File: src/rtl/phy_jtag_pkg.sv
// Shared types and constants for the JTAG master PHY.
package phy_jtag_pkg;

  localparam int unsigned MAX_LEN_DEFAULT   = 32;
  localparam int unsigned TAP_RESET_TMS_LEN = 5;

  typedef enum logic [1:0] {
    OpTapReset   = 2'd0,
    OpShiftIr    = 2'd1,
    OpShiftDr    = 2'd2,
    OpIdleClocks = 2'd3
  } jtag_op_e;

  typedef enum logic [2:0] {
    StIdle,
    StWalkIn,
    StShift,
    StWalkOut,
    StResp
  } jtag_state_e;

  // Number of TCK periods spent walking from Run-Test/Idle into the shift state.
  function automatic logic [7:0] walk_in_len(jtag_op_e op);
    unique case (op)
      OpShiftIr:  return 8'd4;
      OpShiftDr:  return 8'd3;
      OpTapReset: return 8'(TAP_RESET_TMS_LEN);
      default:    return 8'd0;
    endcase
  endfunction

endpackage

File: src/rtl/phy_jtag_tck_gen.sv
// TCK divider: each period is 2*TCK_DIV clk cycles, low half first.
// Strobes are high in the clk cycle *before* the edge at which TCK rises or
// falls, so logic registering on them acts exactly on the TCK edge.
module phy_jtag_tck_gen #(
  parameter int unsigned TCK_DIV = 2
) (
  input  logic clk,
  input  logic rstb,
  input  logic run_i,
  output logic tck_o,
  output logic fall_o,
  output logic rise_o
);

  localparam logic [8:0] HalfCnt = 9'(TCK_DIV);
  localparam logic [8:0] RiseCnt = 9'(TCK_DIV - 1);
  localparam logic [8:0] LastCnt = 9'(2 * TCK_DIV - 1);

  logic [8:0] cnt_q, cnt_d;

  // Phase counter restarts from the low half whenever the run enable drops.
  always_comb begin
    cnt_d = '0;
    if (run_i) begin
      cnt_d = (cnt_q == LastCnt) ? 9'd0 : cnt_q + 9'd1;
    end
  end

  // Phase counter register with synchronous reset.
  always_ff @(posedge clk) begin
    if (!rstb) begin
      cnt_q <= '0;
    end else begin
      cnt_q <= cnt_d;
    end
  end

  assign tck_o  = run_i && (cnt_q >= HalfCnt);
  assign rise_o = run_i && (cnt_q == RiseCnt);
  assign fall_o = run_i && (cnt_q == LastCnt);

endmodule

File: src/rtl/phy_jtag_master.sv
// JTAG master PHY: runs TAP reset, IR/DR shifts and idle clocking from a
// valid/ready command stream and returns captured TDO on a response stream.
// Optional feature: define PHY_JTAG_TRST_EN to pulse jtag_trst_n low during
// the TMS=1 phase of TAP_RESET.
module phy_jtag_master import phy_jtag_pkg::*; #(
  parameter int unsigned TCK_DIV = 2,
  parameter int unsigned MAX_LEN = MAX_LEN_DEFAULT
) (
  input  logic               clk,
  input  logic               rstb,
  input  logic               cmd_valid,
  output logic               cmd_ready,
  input  logic [1:0]         cmd_op,
  input  logic [5:0]         cmd_len,
  input  logic [MAX_LEN-1:0] cmd_data,
  output logic               rsp_valid,
  input  logic               rsp_ready,
  output logic [MAX_LEN-1:0] rsp_data,
  output logic               jtag_tck,
  output logic               jtag_tms,
  output logic               jtag_tdi,
  output logic               jtag_trst_n,
  input  logic               jtag_tdo,
  output logic               busy
);

  jtag_state_e        state_q, state_d;
  jtag_op_e           op_q, op_d;
  logic [7:0]         len_q, len_d;
  logic [7:0]         k_q, k_d;
  logic [MAX_LEN-1:0] data_q, data_d;
  logic [MAX_LEN-1:0] cap_q, cap_d;
  logic               init_q;

  logic       run, tck_fall, tck_rise, is_shift_op, last_period;
  logic [7:0] len_eff, state_len;

  assign run         = (state_q == StWalkIn) || (state_q == StShift) || (state_q == StWalkOut);
  assign is_shift_op = (op_q == OpShiftIr) || (op_q == OpShiftDr);

  phy_jtag_tck_gen #(
    .TCK_DIV (TCK_DIV)
  ) u_tck_gen (
    .clk    (clk),
    .rstb   (rstb),
    .run_i  (run),
    .tck_o  (jtag_tck),
    .fall_o (tck_fall),
    .rise_o (tck_rise)
  );

  // Zero or oversize lengths fall back to a full-width shift.
  always_comb begin
    len_eff = {2'b00, cmd_len};
    if ((cmd_len == 6'd0) || (32'(cmd_len) > MAX_LEN)) begin
      len_eff = 8'(MAX_LEN);
    end
  end

  // Number of TCK periods the current state lasts.
  always_comb begin
    state_len = 8'd0;
    unique case (state_q)
      StWalkIn:  state_len = walk_in_len(op_q);
      StShift:   state_len = (op_q == OpTapReset) ? 8'd1 : len_q;
      StWalkOut: state_len = 8'd2;
      default:   state_len = 8'd0;
    endcase
  end

  assign last_period = (k_q == state_len - 8'd1);

  // TMS/TDI/TRST levels for the current period; they only move at TCK falls.
  always_comb begin
    jtag_tms    = 1'b1;
    jtag_tdi    = 1'b0;
    jtag_trst_n = 1'b1;
    unique case (state_q)
      StWalkIn: begin
        unique case (op_q)
          OpShiftIr: jtag_tms = (k_q < 8'd2);
          OpShiftDr: jtag_tms = (k_q == 8'd0);
          default:   jtag_tms = 1'b1;
        endcase
`ifdef PHY_JTAG_TRST_EN
        jtag_trst_n = (op_q != OpTapReset);
`endif
      end
      StShift: begin
        jtag_tms = is_shift_op && last_period;
        jtag_tdi = is_shift_op && data_q[0];
      end
      StWalkOut: jtag_tms = (k_q == 8'd0);
      default:   jtag_tms = 1'b1;
    endcase
  end

  // Sequencer: accept, walk TAP in, shift, walk out, hold response.
  always_comb begin
    state_d = state_q;
    op_d    = op_q;
    len_d   = len_q;
    k_d     = k_q;
    data_d  = data_q;
    cap_d   = cap_q;
    unique case (state_q)
      StIdle: begin
        if (cmd_valid && cmd_ready) begin
          op_d    = jtag_op_e'(cmd_op);
          len_d   = len_eff;
          k_d     = 8'd0;
          data_d  = cmd_data;
          cap_d   = '0;
          state_d = (jtag_op_e'(cmd_op) == OpIdleClocks) ? StShift : StWalkIn;
        end
      end
      StWalkIn, StShift, StWalkOut: begin
        if (tck_rise && (state_q == StShift) && is_shift_op) begin
          for (int unsigned i = 0; i < MAX_LEN; i++) begin
            if (k_q == 8'(i)) cap_d[i] = jtag_tdo;
          end
        end
        if (tck_fall) begin
          if ((state_q == StShift) && is_shift_op) data_d = data_q >> 1;
          if (last_period) begin
            k_d = 8'd0;
            unique case (state_q)
              StWalkIn: state_d = StShift;
              StShift:  state_d = is_shift_op ? StWalkOut : StResp;
              default:  state_d = StResp;
            endcase
          end else begin
            k_d = k_q + 8'd1;
          end
        end
      end
      StResp: begin
        if (rsp_ready) state_d = StIdle;
      end
      default: state_d = StIdle;
    endcase
  end

  // State registers; reset aborts any command and drops the response.
  always_ff @(posedge clk) begin
    if (!rstb) begin
      state_q <= StIdle;
      op_q    <= OpTapReset;
      len_q   <= '0;
      k_q     <= '0;
      data_q  <= '0;
      cap_q   <= '0;
      init_q  <= 1'b0;
    end else begin
      state_q <= state_d;
      op_q    <= op_d;
      len_q   <= len_d;
      k_q     <= k_d;
      data_q  <= data_d;
      cap_q   <= cap_d;
      init_q  <= 1'b1;
    end
  end

  assign cmd_ready = init_q && (state_q == StIdle);
  assign rsp_valid = (state_q == StResp);
  assign rsp_data  = cap_q;
  assign busy      = run;

endmodule

File: config.mk
export PLATFORM = sky130hd
export DESIGN_NAME = phy_jtag_master
export DESIGN_NICKNAME = d
export VERILOG_FILES = /design/src/rtl/phy_jtag_pkg.sv /design/src/rtl/phy_jtag_tck_gen.sv /design/src/rtl/phy_jtag_master.sv
export SDC_FILE = /design/constraint.sdc
export NUM_CORES = 1
export LEC_CHECK = 0
export ABC_AREA = 0
export ABC_CLOCK_PERIOD_IN_PS = 2700
export CORE_MARGIN = 1.5
export CORE_UTILIZATION = 45
export DETAILED_ROUTE_END_ITERATION = 6
export HOLD_SLACK_MARGIN = 0.08
export PLACE_DENSITY = 0.72
export SLEW_MARGIN = 20
export SYNTH_ARGS = -nofsm -noshare
export SYNTH_HDL_FRONTEND = slang
export SYNTH_SLANG_ARGS = --single-unit
File: constraint.sdc
create_clock -name clk -period 2.7 [get_ports clk]
set_input_delay 0.27 -clock clk [delete_from_list [all_inputs] [get_ports clk]]
set_output_delay 0.27 -clock clk [all_outputs]
set_load 0.02 [all_outputs]
==> impl_metrics.json <==
{
  "outcome": "complete, but fails checks",
  "violations": "setup timing",
  "seqPwrFrac_pct": 40.1,
  "gp_congestion": 0.841,
  "drt-total-wl_um": 13100,
  "worst_ep_arrival_time_ns": 2.73,
  "synth_edf_count": 0,
  "end_kind": "primary output",
  "fin_hold_ws_ns": 0.296,
  "multi_input_comb_area_um2": 3060,
  "synth_area_um2": 5070,
  "synth_simple_gate_area_share_pct": 25.0,
  "crit_top_cell": "buf_4",
  "dpl.hpwl_um": 9090,
  "final_common_cell": "nand2_1",
  "worstSetupPathType": "flip-flop to primary output",
  "seq_area_um2": 1870,
  "grt_pass1_wl_um": 21300,
  "die_height_um": 109,
  "wl_per_cell_um": 15.1,
  "p_clk_share_pct": 29.8,
  "synth-compound-area-share_pct": 26.5,
  "dominantRegCellSynth": "dfxtp_1",
  "internal_power_mw": 2.77,
  "grt_max_degree": 44,
  "top_layer": "met4",
  "clk_latency_ns": 0.35,
  "start_util_pct": 46.4,
  "cts.sinks": 93,
  "die_w_um": 109,
  "m1WireLength_um": 5660,
  "ys_types": 60,
  "first_pass_iters": 5,
  "worst_slack_ns": -0.304,
  "holdBufCountCts": 0,
  "die_area_um2": 11900,
  "rsz0062_at_grt": "yes",
  "skew_ns": 0.00832,
  "gr-total-overflow": 0,
  "final_cells": 864,
  "first_iter_violations": 196,
  "synth-seq-cells": 93,
  "yosysSeqAreaShare_pct": 36.7,
  "n_fill_cell": 990,
  "tightest_slew_ns": 0.599,
  "antenna_found_initial": 0,
  "critPathMaxStageDelay_ns": 0.52,
  "setup_viol": 4,
  "place_inst": 845,
  "finalNetCount": 777,
  "synth_xor_area_share_pct": 3.28,
  "vias": 4819,
  "syn_to_final_growth_pct": 29.8,
  "synthMuxAreaShare_pct": 0.222,
  "worstPathRequired_ns": 2.43,
  "cts_tree": "built",
  "switchingPower_mw": 1.35,
  "antennaDiodeCount": 0,
  "grt_use_total_pct": 22.5,
  "cp-start-kind": "flip-flop",
  "crit_fanout": 4,
  "finalHoldViolCount": 0,
  "crit_family": "compound AO/OA/AOI/OAI gates",
  "htreeDepth": 3,
  "synth_area_leaders": "dfxtp_1 (37%), nand2_1 (7.0%), o211a_1 (6.1%)",
  "synth_top_area_share_pct": 36.7,
  "synth-async-reset-ratio_pct": 0,
  "period_needed_ns": 3.00,
  "coreArea_um2": 10900,
  "ir_drop_uv": 434,
  "layout_common_cells": "nand2_1 (95), dfxtp_1 (91), clkdlybuf4s50_1 (80)",
  "drv_slew": 0,
  "swShare_pct": 32.8,
  "slew_headroom_pct": 60.1,
  "synth_top_family_by_area": "compound AO/OA/AOI/OAI gates",
  "cp_num_buf_inv": 3,
  "drt-vias-per-instance": 5.58,
  "clockRootBuffer": "clkbuf_16",
  "yosys_warnings": 0,
  "hp-class": "input pin to flip-flop",
  "cellLeakagePower_nw": 2.67,
  "min_period_over_period_pct": 111,
  "rows": 38,
  "wl_met3_um": 574,
  "portBuffers": 82,
  "cap_violations": 0,
  "synthAdderAreaFrac_pct": 3.21,
  "avgSynthCellArea_um2": 8.04,
  "fmax_mhz": 333,
  "worst_path_max_delay_cell": "or4b_4",
  "pin_count": 84,
  "cts_buffers": 9,
  "pre_cts_ws_ns": -0.497,
  "drc": 0,
  "ant_nets": 0,
  "wl_met2_um": 6560,
  "grt_pass1_vias": 4482,
  "p_comb_share_pct": 30.1,
  "clk_pin_slew_ns": 0.07,
  "syn_inst": 631,
  "clockBufferDepth": 2,
  "drive_above_1_share_pct": 13.0,
  "power.density_nw_per_um2": 626,
  "crit_path_cell_trace": "buf_4 -> ha_2 -> or4b_4 -> a2bb2oi_2 -> buf_4 -> a221o_1 -> nand4_2 -> nor2_4 -> a21o_1 -> buf_6",
  "yosysTopAreaCell": "dfxtp_1",
  "syn_nets": 689
}
==> stage by stage <==
stage / utilization, % / setup TNS (ns) / power [mW] / instance area (um2)
2_1_floorplan: - / -0.0491 / 2.49 / 5120
3_3_place_gp: 56.7 / -0.422 / 2.83 / 6200
3_5_place_dp: 56.7 / -0.642 / 2.88 / 6200
4_1_cts: 59.6 / -0.511 / 4.12 / 6520
5_1_grt: 60.2 / -1.31 / 4.35 / 6580
6_report: 60.2 / -0.820 / 4.12 / 6580
==> cells in the mapped netlist (4+ instances only) <==
cell      instances
nor3b_1           6
dfxtp_1          93
xor2_1            9
o211a_1          31
ha_1             13
xnor2_1          10
nand3_1          54
o21a_1           34
buf_2             6
a21oi_1          13
a21boi_0         34
clkbuf_1         36
nor3_1            6
nand2b_1          4
a211oi_1          5
inv_1            10
and3_1            4
o21ai_0          43
nor2b_1           7
nor2_1           60
nand2_1          95
==> flip-flops by register name (all words and copies together), names as in the netlist <==
name             flops
data_q              32
init_q               1
k_q                  8
len_q                6
op_q                 2
rsp_data            32
state_q              3
u_tck_gen.cnt_q      9
==> kinds of logic after synthesis <==
group | count (synthesis)
multiplexers | 1
flip-flops | 93
buffers and inverters | 59
AO/OA/AOI/OAI | 184
adder cells (fa/ha/maj) | 13
AND/OR/NAND/NOR | 261
XOR/XNOR | 19
other | 1
==> path summary, 6_finish.rpt <==
| path | cells past startpoint | to | slack, ns | start |
|---|---|---|---|---|
| worst min-delay path | 3 | state_q[2] | 0.30 | rstb |
| worst min register to register | 2 | data_q[31] | 0.48 | data_q[31] |
| worst max-delay path | 10 | jtag_tms | -0.30 | op_q[1] |
| worst max register to register | 15 | state_q[0] | -0.21 | op_q[1] |
==> final cells by class <==
| type | count | share of cell area, % |
|---|---|---|
| clock inverter | 4 | 0.475 |
| sequential | 93 | 28.4 |
| timing repair buffer | 126 | 17.5 |
| tap | 140 | 2.66 |
| multi-input combinational | 479 | 46.4 |
| clock buffer | 12 | 3.90 |
| inverter | 10 | 0.666 |
==> metal layers <==
layer,up-vias,GRT usage (%)
met1,2282,28.0
met5,-,0
li1,2395,-
met3,22,4.18
met2,120,38.9
met4,0,7.61
==> tightest hold or removal path, cell delays in order <==
cell     delay, ns
buf_2         0.20
nand2_1       0.10
nor2_1        0.04
==> power by group through the flow <==
stage | clock (mW) | sequential, mW | combinational (mW)
after floorplan | 0 | 1.64 | 0.849
after global placement | 0 | 1.67 | 1.16
after detailed placement | 0 | 1.68 | 1.20
after CTS | 1.25 | 1.65 | 1.22
after global routing | 1.30 | 1.67 | 1.37
final | 1.23 | 1.65 | 1.24
==> what timing repair did <==
action / CTS / global route
setup buffers: 1 / 2
resized for setup: 15 / 10
setup endpoints to repair: 3 / 6
pin swaps: 7 / 4
endpoints found under the hold margin: 0 / 0
(Power assumes the default switching activity.)
